$ cat config.mk
export PLATFORM = sky130hd
export DESIGN_NAME = nap_alarm_seq
export DESIGN_NICKNAME = d
export VERILOG_FILES = /design/src/rtl/nap_alarm_pkg.sv /design/src/rtl/alarm_tick_div.sv /design/src/rtl/nap_alarm_seq.sv
export SDC_FILE = /design/constraint.sdc
export NUM_CORES = 1
export LEC_CHECK = 0
export CAP_MARGIN = 40
export CORE_AREA = 2 2 39 41
export CTS_CLUSTER_DIAMETER = 30
export DETAILED_ROUTE_END_ITERATION = 8
export DIE_AREA = 0 0 41 43
export MAX_ROUTING_LAYER = met4
export PLACE_DENSITY = 0.42
export SETUP_SLACK_MARGIN = 0.2
export SYNTH_ARGS = -nofsm -noshare
export SYNTH_HDL_FRONTEND = slang
export SYNTH_SLANG_ARGS = --single-unit
$ cat constraint.sdc
create_clock -name clock -period 1.5 [get_ports clock]
set_input_delay 0.45 -clock clock [delete_from_list [all_inputs] [get_ports clock]]
set_output_delay 0.45 -clock clock [all_outputs]
set_load 0.01 [all_outputs]
$ cat src/rtl/nap_alarm_pkg.sv
// Shared types and helpers for the nap alarm sequencer.
package nap_alarm_pkg;

  localparam int unsigned STATE_W = 2;

  typedef enum logic [STATE_W-1:0] {
    IDLE   = 2'd0,
    RING   = 2'd1,
    SNOOZE = 2'd2
  } state_t;

  // Bits needed to hold 0..range-1, never less than one.
  function automatic int unsigned cnt_w(input int unsigned range);
    return (range <= 1) ? 1 : int'($clog2(range));
  endfunction

endpackage

$ cat src/rtl/alarm_tick_div.sv
// Clock prescaler: one-clock tick every CLK_DIV enabled clocks, synchronous clear.
module alarm_tick_div
  import nap_alarm_pkg::*;
#(
  parameter int unsigned CLK_DIV = 1
) (
  input  logic clock,
  input  logic reset,
  input  logic clear,
  input  logic enable,
  output logic tick
);

  localparam int unsigned DW = cnt_w(CLK_DIV);
  localparam logic [DW-1:0] DIV_LAST = DW'(CLK_DIV - 1);

  logic [DW-1:0] div_cnt;

  assign tick = enable && (div_cnt == DIV_LAST);

  always_ff @(posedge clock or negedge reset) begin
    if (!reset) begin
      div_cnt <= '0;
    end else if (clear || !enable || tick) begin
      div_cnt <= '0;
    end else begin
      div_cnt <= div_cnt + 1'b1;
    end
  end

endmodule

$ cat src/rtl/nap_alarm_seq.sv
// Programmable blink-pattern alarm sequencer with prescaler, burst limit and snooze.
// Snooze support is built only when NAP_ALARM_SNOOZE_EN is defined.
module nap_alarm_seq
  import nap_alarm_pkg::*;
#(
  parameter int unsigned CLK_DIV      = 1,
  parameter int unsigned PERIOD       = 3,
  parameter int unsigned ON_STEPS     = 1,
  parameter int unsigned CYCLES       = 4,
  parameter int unsigned MAX_BURSTS   = 0,
  parameter int unsigned SNOOZE_STEPS = 24
) (
  input  logic       clock,
  input  logic       reset,
  input  logic       start,
  input  logic       stop,
  input  logic       snooze,
  output logic       light,
  output logic       active,
  output logic       done,
  output logic [1:0] state_o
);

  if (CLK_DIV < 1) begin : g_bad_clk_div
    $error("CLK_DIV must be >= 1");
  end
  if (PERIOD < 1) begin : g_bad_period
    $error("PERIOD must be >= 1");
  end
  if (ON_STEPS < 1 || ON_STEPS > PERIOD) begin : g_bad_on_steps
    $error("ON_STEPS must be in 1..PERIOD");
  end
  if (CYCLES < 1) begin : g_bad_cycles
    $error("CYCLES must be >= 1");
  end
  if (SNOOZE_STEPS < 1) begin : g_bad_snooze_steps
    $error("SNOOZE_STEPS must be >= 1");
  end

  localparam int unsigned SW          = cnt_w(PERIOD);
  localparam int unsigned CW          = cnt_w(CYCLES);
  // With no burst limit the counter only needs to saturate, so give it two codes.
  localparam int unsigned BURST_RANGE = (MAX_BURSTS == 0) ? 2 : MAX_BURSTS;
  localparam int unsigned BW          = cnt_w(BURST_RANGE);

  localparam logic [SW-1:0] STEP_LAST  = SW'(PERIOD - 1);
  localparam logic [CW-1:0] CYC_LAST   = CW'(CYCLES - 1);
  localparam logic [BW-1:0] BURST_LAST = BW'(BURST_RANGE - 1);

  state_t        state, state_nx;
  logic [SW-1:0] step_cnt, step_nx;
  logic [CW-1:0] cycle_cnt, cycle_nx;
  logic [BW-1:0] burst_cnt, burst_nx;
  logic          done_q, done_nx;
  logic          clr_all;
  logic          tick;
  logic          div_en;
  logic          div_clear;

`ifdef NAP_ALARM_SNOOZE_EN
  localparam int unsigned NW = cnt_w(SNOOZE_STEPS);
  localparam logic [NW-1:0] SNZ_LOAD = NW'(SNOOZE_STEPS - 1);
  logic [NW-1:0] snz_cnt, snz_nx;
`else
  logic unused_snooze;
  assign unused_snooze = snooze;
`endif

  assign div_en    = (state == RING) || (state == SNOOZE);
  assign div_clear = (state_nx != state);

  alarm_tick_div #(
    .CLK_DIV (CLK_DIV)
  ) u_tick_div (
    .clock  (clock),
    .reset  (reset),
    .clear  (div_clear),
    .enable (div_en),
    .tick   (tick)
  );

  always_ff @(posedge clock or negedge reset) begin
    if (!reset) begin
      state     <= IDLE;
      step_cnt  <= '0;
      cycle_cnt <= '0;
      burst_cnt <= '0;
      done_q    <= 1'b0;
`ifdef NAP_ALARM_SNOOZE_EN
      snz_cnt   <= '0;
`endif
    end else begin
      state     <= state_nx;
      step_cnt  <= step_nx;
      cycle_cnt <= cycle_nx;
      burst_cnt <= burst_nx;
      done_q    <= done_nx;
`ifdef NAP_ALARM_SNOOZE_EN
      snz_cnt   <= snz_nx;
`endif
    end
  end

  // Priority inside each state: stop, then snooze, then start/tick.
  always_comb begin
    state_nx = state;
    step_nx  = step_cnt;
    cycle_nx = cycle_cnt;
    burst_nx = burst_cnt;
    done_nx  = 1'b0;
    clr_all  = 1'b0;
`ifdef NAP_ALARM_SNOOZE_EN
    snz_nx   = snz_cnt;
`endif
    case (state)
      IDLE: begin
        if (start && !stop) begin
          state_nx = RING;
          clr_all  = 1'b1;
        end
      end
      RING: begin
        if (stop) begin
          state_nx = IDLE;
          clr_all  = 1'b1;
        end
`ifdef NAP_ALARM_SNOOZE_EN
        else if (snooze) begin
          state_nx = SNOOZE;
          snz_nx   = SNZ_LOAD;
        end
`endif
        else if (tick) begin
          if (step_cnt == STEP_LAST) begin
            step_nx = '0;
            if (cycle_cnt == CYC_LAST) begin
              cycle_nx = '0;
              if (MAX_BURSTS != 0 && burst_cnt == BURST_LAST) begin
                state_nx = IDLE;
                done_nx  = 1'b1;
                clr_all  = 1'b1;
              end else if (burst_cnt != BURST_LAST) begin
                burst_nx = burst_cnt + 1'b1;
              end
            end else begin
              cycle_nx = cycle_cnt + 1'b1;
            end
          end else begin
            step_nx = step_cnt + 1'b1;
          end
        end
      end
`ifdef NAP_ALARM_SNOOZE_EN
      SNOOZE: begin
        if (stop) begin
          state_nx = IDLE;
          clr_all  = 1'b1;
        end else if (!snooze && start) begin
          state_nx = RING;
          step_nx  = '0;
          cycle_nx = '0;
        end else if (tick) begin
          if (snz_cnt == '0) begin
            state_nx = RING;
            step_nx  = '0;
            cycle_nx = '0;
          end else begin
            snz_nx = snz_cnt - 1'b1;
          end
        end
      end
`endif
      default: begin
        state_nx = IDLE;
        clr_all  = 1'b1;
      end
    endcase
    if (clr_all) begin
      step_nx  = '0;
      cycle_nx = '0;
      burst_nx = '0;
`ifdef NAP_ALARM_SNOOZE_EN
      snz_nx   = '0;
`endif
    end
  end

  always_comb begin
    light   = (state == RING) && (32'(step_cnt) < ON_STEPS);
    active  = (state == RING) || (state == SNOOZE);
    done    = done_q;
    state_o = state;
  end

endmodule

== Yosys cells after proc, flatten, opt, wreduce, memory -nomap -nowiden ==
Index checks and enable logic that the tools add are counted.

* $add $sub $neg: 2
* $lt $le $gt $ge: 1
* Eq/ne operators: 5
* Muxes and demuxes: 12
* Bitwise gates (word level): 1
* Reductions and logical operators: 12

{| class="wikitable"
|+ Operator list
! operator !! number
|-
| $mux 2 || 7
|-
| $eq 2x2->1 const B || 2
|-
| $pmux 2 s2 || 1
|-
| $reduce_bool 2->1 || 2
|-
| $logic_and 1x1->1 || 3
|-
| $logic_or 1x1->1 || 3
|-
| $mux 1 || 3
|-
| $reduce_and 3->1 || 1
|-
| $add 2x1->2 const B || 1
|-
| $eq 2x1->1 const B || 1
|-
| $logic_not 1->1 || 2
|-
| $logic_not 2->1 || 1
|-
| $lt 2x1->1 const B || 1
|-
| $ne 2x1->1 const B || 1
|-
| $ne 2x2->1 || 1
|-
| $pmux 1 s2 || 1
|-
| $add 1x1->1 const B || 1
|-
| $not 1->1 || 1
|}

* Bits in registers: 5
* Input port bits: 5
* Output and inout bits: 5
* Word-level logic and storage cells: 36

== Logic depth before layout (Yosys ltp) ==
* Depth in word-level cells: 8
* Mapped depth: 5

== Modules after synthesis ==
Synthesis repeated with hierarchy kept, for this count alone.

* Cell total of the unflattened synthesis: 35
* Area, all modules: 341.6 um2

{| class="wikitable"
|+ Modules (own cells, without submodules)
! module !! instances !! cells each !! area an instance (um2)
|-
| nap_alarm_seq || 1 || 32 || 299.0
|-
| alarm_tick_div || 1 || 3 || 42.5
|}

== Least setup slack after synthesis ==
OpenSTA, ideal clock, no wires.

* Path type: register -> register
* Start: reg state[0], in the netlist state_o[0]
* End: reg step_cnt[0]
* Setup time: 118 ps
* Arrival time: 1294 ps
* Data required time: 1382 ps
* Path slack: 88 ps
* Stages on the path, launching flop included: 6
* Path buffers: 0
* Period minus slack after synthesis: 1412 ps
* Path through: dfrtp_1 > inv_1 > ha_1 > and4bb_4 > mux2i_1 > nor2_1

* Cells in the longest elaborated chain, start to end: 5

{| class="wikitable"
|+ Ends and longest elaborated chain
! element !! line !! RTL
|-
| start, declared || nap_alarm_seq.sv:50 || <nowiki>state_t state, state_nx;</nowiki>
|-
| start signal, assigned || nap_alarm_seq.sv:93 || <nowiki>state <= state_nx;</nowiki>
|-
| $eq 2x1->1 / $eq 2x2->1 (equally long branches) || -- ||
|-
| $logic_or 1x1->1 * || -- ||
|-
| via active || nap_alarm_seq.sv:19 || <nowiki>output logic active,</nowiki>
|-
| $logic_and 1x1->1 * || alarm_tick_div.sv:19 || <nowiki>assign tick = enable && (div_cnt == DIV_LAST);</nowiki>
|-
| $reduce_bool 2->1 (no source line) * || -- ||
|-
| $reduce_and 3->1 (no source line) * || -- ||
|-
| end signal, assigned || nap_alarm_seq.sv:94 || <nowiki>step_cnt <= step_nx;</nowiki>
|-
| end, declared || nap_alarm_seq.sv:51 || <nowiki>logic [SW-1:0] step_cnt, step_nx;</nowiki>
|}

The timed path passes the listed nets; every way through them passes the cells marked *.
A chain may end at the register's enable or synchronous reset.

== Worst setup path in the final report ==
* Start: reg state[0], in the netlist state_o[0]
* End: out light

* Cells in the longest elaborated chain, start to end: 2

{| class="wikitable"
|+ Ends and longest elaborated chain
! element !! line !! RTL
|-
| $eq 2x1->1 || nap_alarm_seq.sv:189 || <nowiki>light = (state == RING) && (32'(step_cnt) < ON_STEPS);</nowiki>
|-
| $logic_and 1x1->1 || nap_alarm_seq.sv:189 ||
|-
| end, declared || nap_alarm_seq.sv:18 || <nowiki>output logic light,</nowiki>
|}

Every way passes these cells.

==> results.cfg <==
[sta]
final_hold_viol_count = 0
rsz0062_at_grt = yes
max_freq_ghz = 0.650
skew_ns = 0.00163
tns_ns = -0.0746
setup_ws_ns = -0.0380
whs_ns = 0.428
slew_violations = 0
period_share_pct = 103
period_needed_ns = 1.54
setup_viol = 3

[synthesis]
avgSynthCellArea_um2 = 10.4
synth.top_cell.area_share_pct = 41.7
synth-seq-cells = 5
yosys-top-cells-area = dfrtp_1 42%, ha_1 13%, and4bb_4 5.4%
synth_warnings = 0
seq_area_frac_synth_pct = 41.7
synth_area_um2 = 300
synth_top_cell_by_area = dfrtp_1
syn_inst = 29
yosysUniqueCellTypes = 18

[detailed_routing]
drt_iter0_drc = 0
routedWlPerCell_um = 10.2
vias = 264
dr.pass1.iters = 1
viasPerCell = 4.13
drc = 0
detail_route.wirelength_um = 652
antenna_left = 0

[worst_setup_path]
worstPathMaxFanout = 3
critPathArrivalTime_ns = 1.09
crit_path_start = state_o[0]
crit_type = reg -> out
crit_required_ns = 1.05
start_kind = flip-flop
r2r_start = state_o[1]
endpoint_kind = primary output

[cells_and_area]
fillCellCount = 146
layout-drive-gt1-share_pct = 54.2
design_area_um2 = 542
fin_cells = 64
syn_to_final_growth_pct = 80.4
antennaDiodeCount = 0
post-route-util_pct = 39.2
nets = 57

[clock_tree]
clk_root_buffer_cell = clkbuf_4
path_clk_slew_ns = 0.04
clkLatencyLatePin_ns = 0.23
cts_hold_buf = 0
clock_sinks = 5
h-tree-depth = 1
cts_buffers = 3
clock_path_buffers = 2
tritoncts = built

[status]
violations = setup timing
status = complete, but fails checks

[min_path]
hold_class = in -> async

[die]
initial_core_util_pct = 21.7
die_h_um = 43
coreArea_mm2 = 0.00138
die_area_mm2 = 0.00176
rows = 14
io_pins = 10
die_w_um = 41

[global_route]
grtUsageMet3_pct = 1.57
grt_overflow = 0
grt_use_met1_pct = 8.25
track_usage_pct = 8.61
grt_max_degree = 6
busiest_layer = met2
gr-usage-met2_pct = 12.5
grt_pass1_vias = 253
grt_antenna_before_repair = 0
grt_pass1_wl_um = 924

[pwr]
p_leak_nw = 0.235
p_per_area_mw_per_mm2 = 1410
irDropWorstVdd_mv = 0.474

[placed_design]
placed_cells = 55
gp_congestion = 0.649
placed_area_um2 = 425
io_buffer_count = 7

[flow_run]
cap_violations = 0
==> cells in the final DEF, fill, tap and decap left out <==
master	count
a21oi_2	1
a221o_1	1
and2_4	1
and2b_2	1
and4bb_4	1
buf_4	5
buf_6	7
clkbuf_1	1
clkbuf_4	3
clkdlybuf4s50_1	2
conb_1	2
dfrtp_1	4
dfrtp_2	1
dlygate4sd2_1	1
ha_4	3
inv_2	1
inv_4	1
mux2i_1	1
nand2_1	2
nand2b_4	1
nand3b_1	1
nor2_1	3
nor2b_1	2
o21a_1	1
o221ai_1	1
==> critical path, stage by stage (launching register included) <==
cell and delay [ns]:
dfrtp_2 0.44, ha_4 0.17, and2_4 0.13, buf_6 0.11
==> path summary, 6_finish.rpt <==
kind | endpoint | slack [ns] | cells past startpoint
worst max-delay path | light | -0.04 | 3
worst min-delay path | state_o[1] | 0.43 | 1
worst max register to register | step_cnt[0] | 0.09 | 7
worst min register to register | step_cnt[0] | 0.56 | 2
max in group asynchronous | state_o[0] | 0.88 | 1
min in group clock | step_cnt[0] | 0.56 | 2
==> metrics by stage <==
step,setup WS [ns],power [mW]
after detailed placement,-0.240,0.491
after global placement,-0.247,0.485
after floorplan,0.170,0.352
after global routing,-0.0668,0.821
final,-0.0380,0.763
after CTS,-0.0435,0.725
==> sequential cells by signal, summed over array words and instances (netlist names) <==
signal	cells
state_o	2
step_cnt	2
u_tick_div.div_cnt	1
==> kinds of logic (layout without fill, tap and decap cells) <==
family / after synthesis / count (layout) / synth area share (%)
AND/OR/NAND/NOR: 12 / 12 / 25.8
flip-flops: 5 / 5 / 41.7
buffers and inverters: 3 / 21 / 5.00
other: 1 / 2 / 1.25
multiplexers: 1 / 1 / 3.33
adder cells (fa/ha/maj): 3 / 3 / 12.5
AO/OA/AOI/OAI: 4 / 4 / 10.4
==> metal layers <==
metal  share of wire [%]  vias up  routed length [um]
li1                    -      132                   -
met4                   0        0                   0
met5                   0        -                   0
met2                  56        6                 365
met3                 4.6        0                  30
met1                  39      126                 256
==> report_power, final <==
group	internal, mW	leakage [nW]	switching [mW]
sequential	0.155	0.0649	0.0260
combinational	0.267	0.155	0.168
clock	0.100	0.0150	0.0468
==> layout make-up <==
class,instances,area (um^2),area share (%)
repair buffers,15,145,26.8
clock buffers,4,26.3,4.85
inverters,2,10.0,1.85
flip-flops and latches,5,126,23.3
multi-input cells,22,214,39.5
well taps,16,20.0,3.70
==> synthesized netlist by cell type <==
library cell / instances
nor2_1: 3
buf_4: 1
nand3b_1: 1
nand2_1: 2
and2_2: 1
mux2i_1: 1
o221ai_1: 1
o21a_1: 1
a221o_1: 1
nor2b_1: 2
a21oi_1: 1
and2b_2: 1
inv_1: 2
and4bb_4: 1
conb_1: 1
dfrtp_1: 5
nand2b_1: 1
ha_1: 3
==> what timing repair did <==
item / in CTS / in global routing
endpoints found under the setup margin: 6 / 7
resized for setup: 26 / 5
setup buffers: 4 / 1
pin swaps: 3 / 4
(Power assumes the default switching activity.)
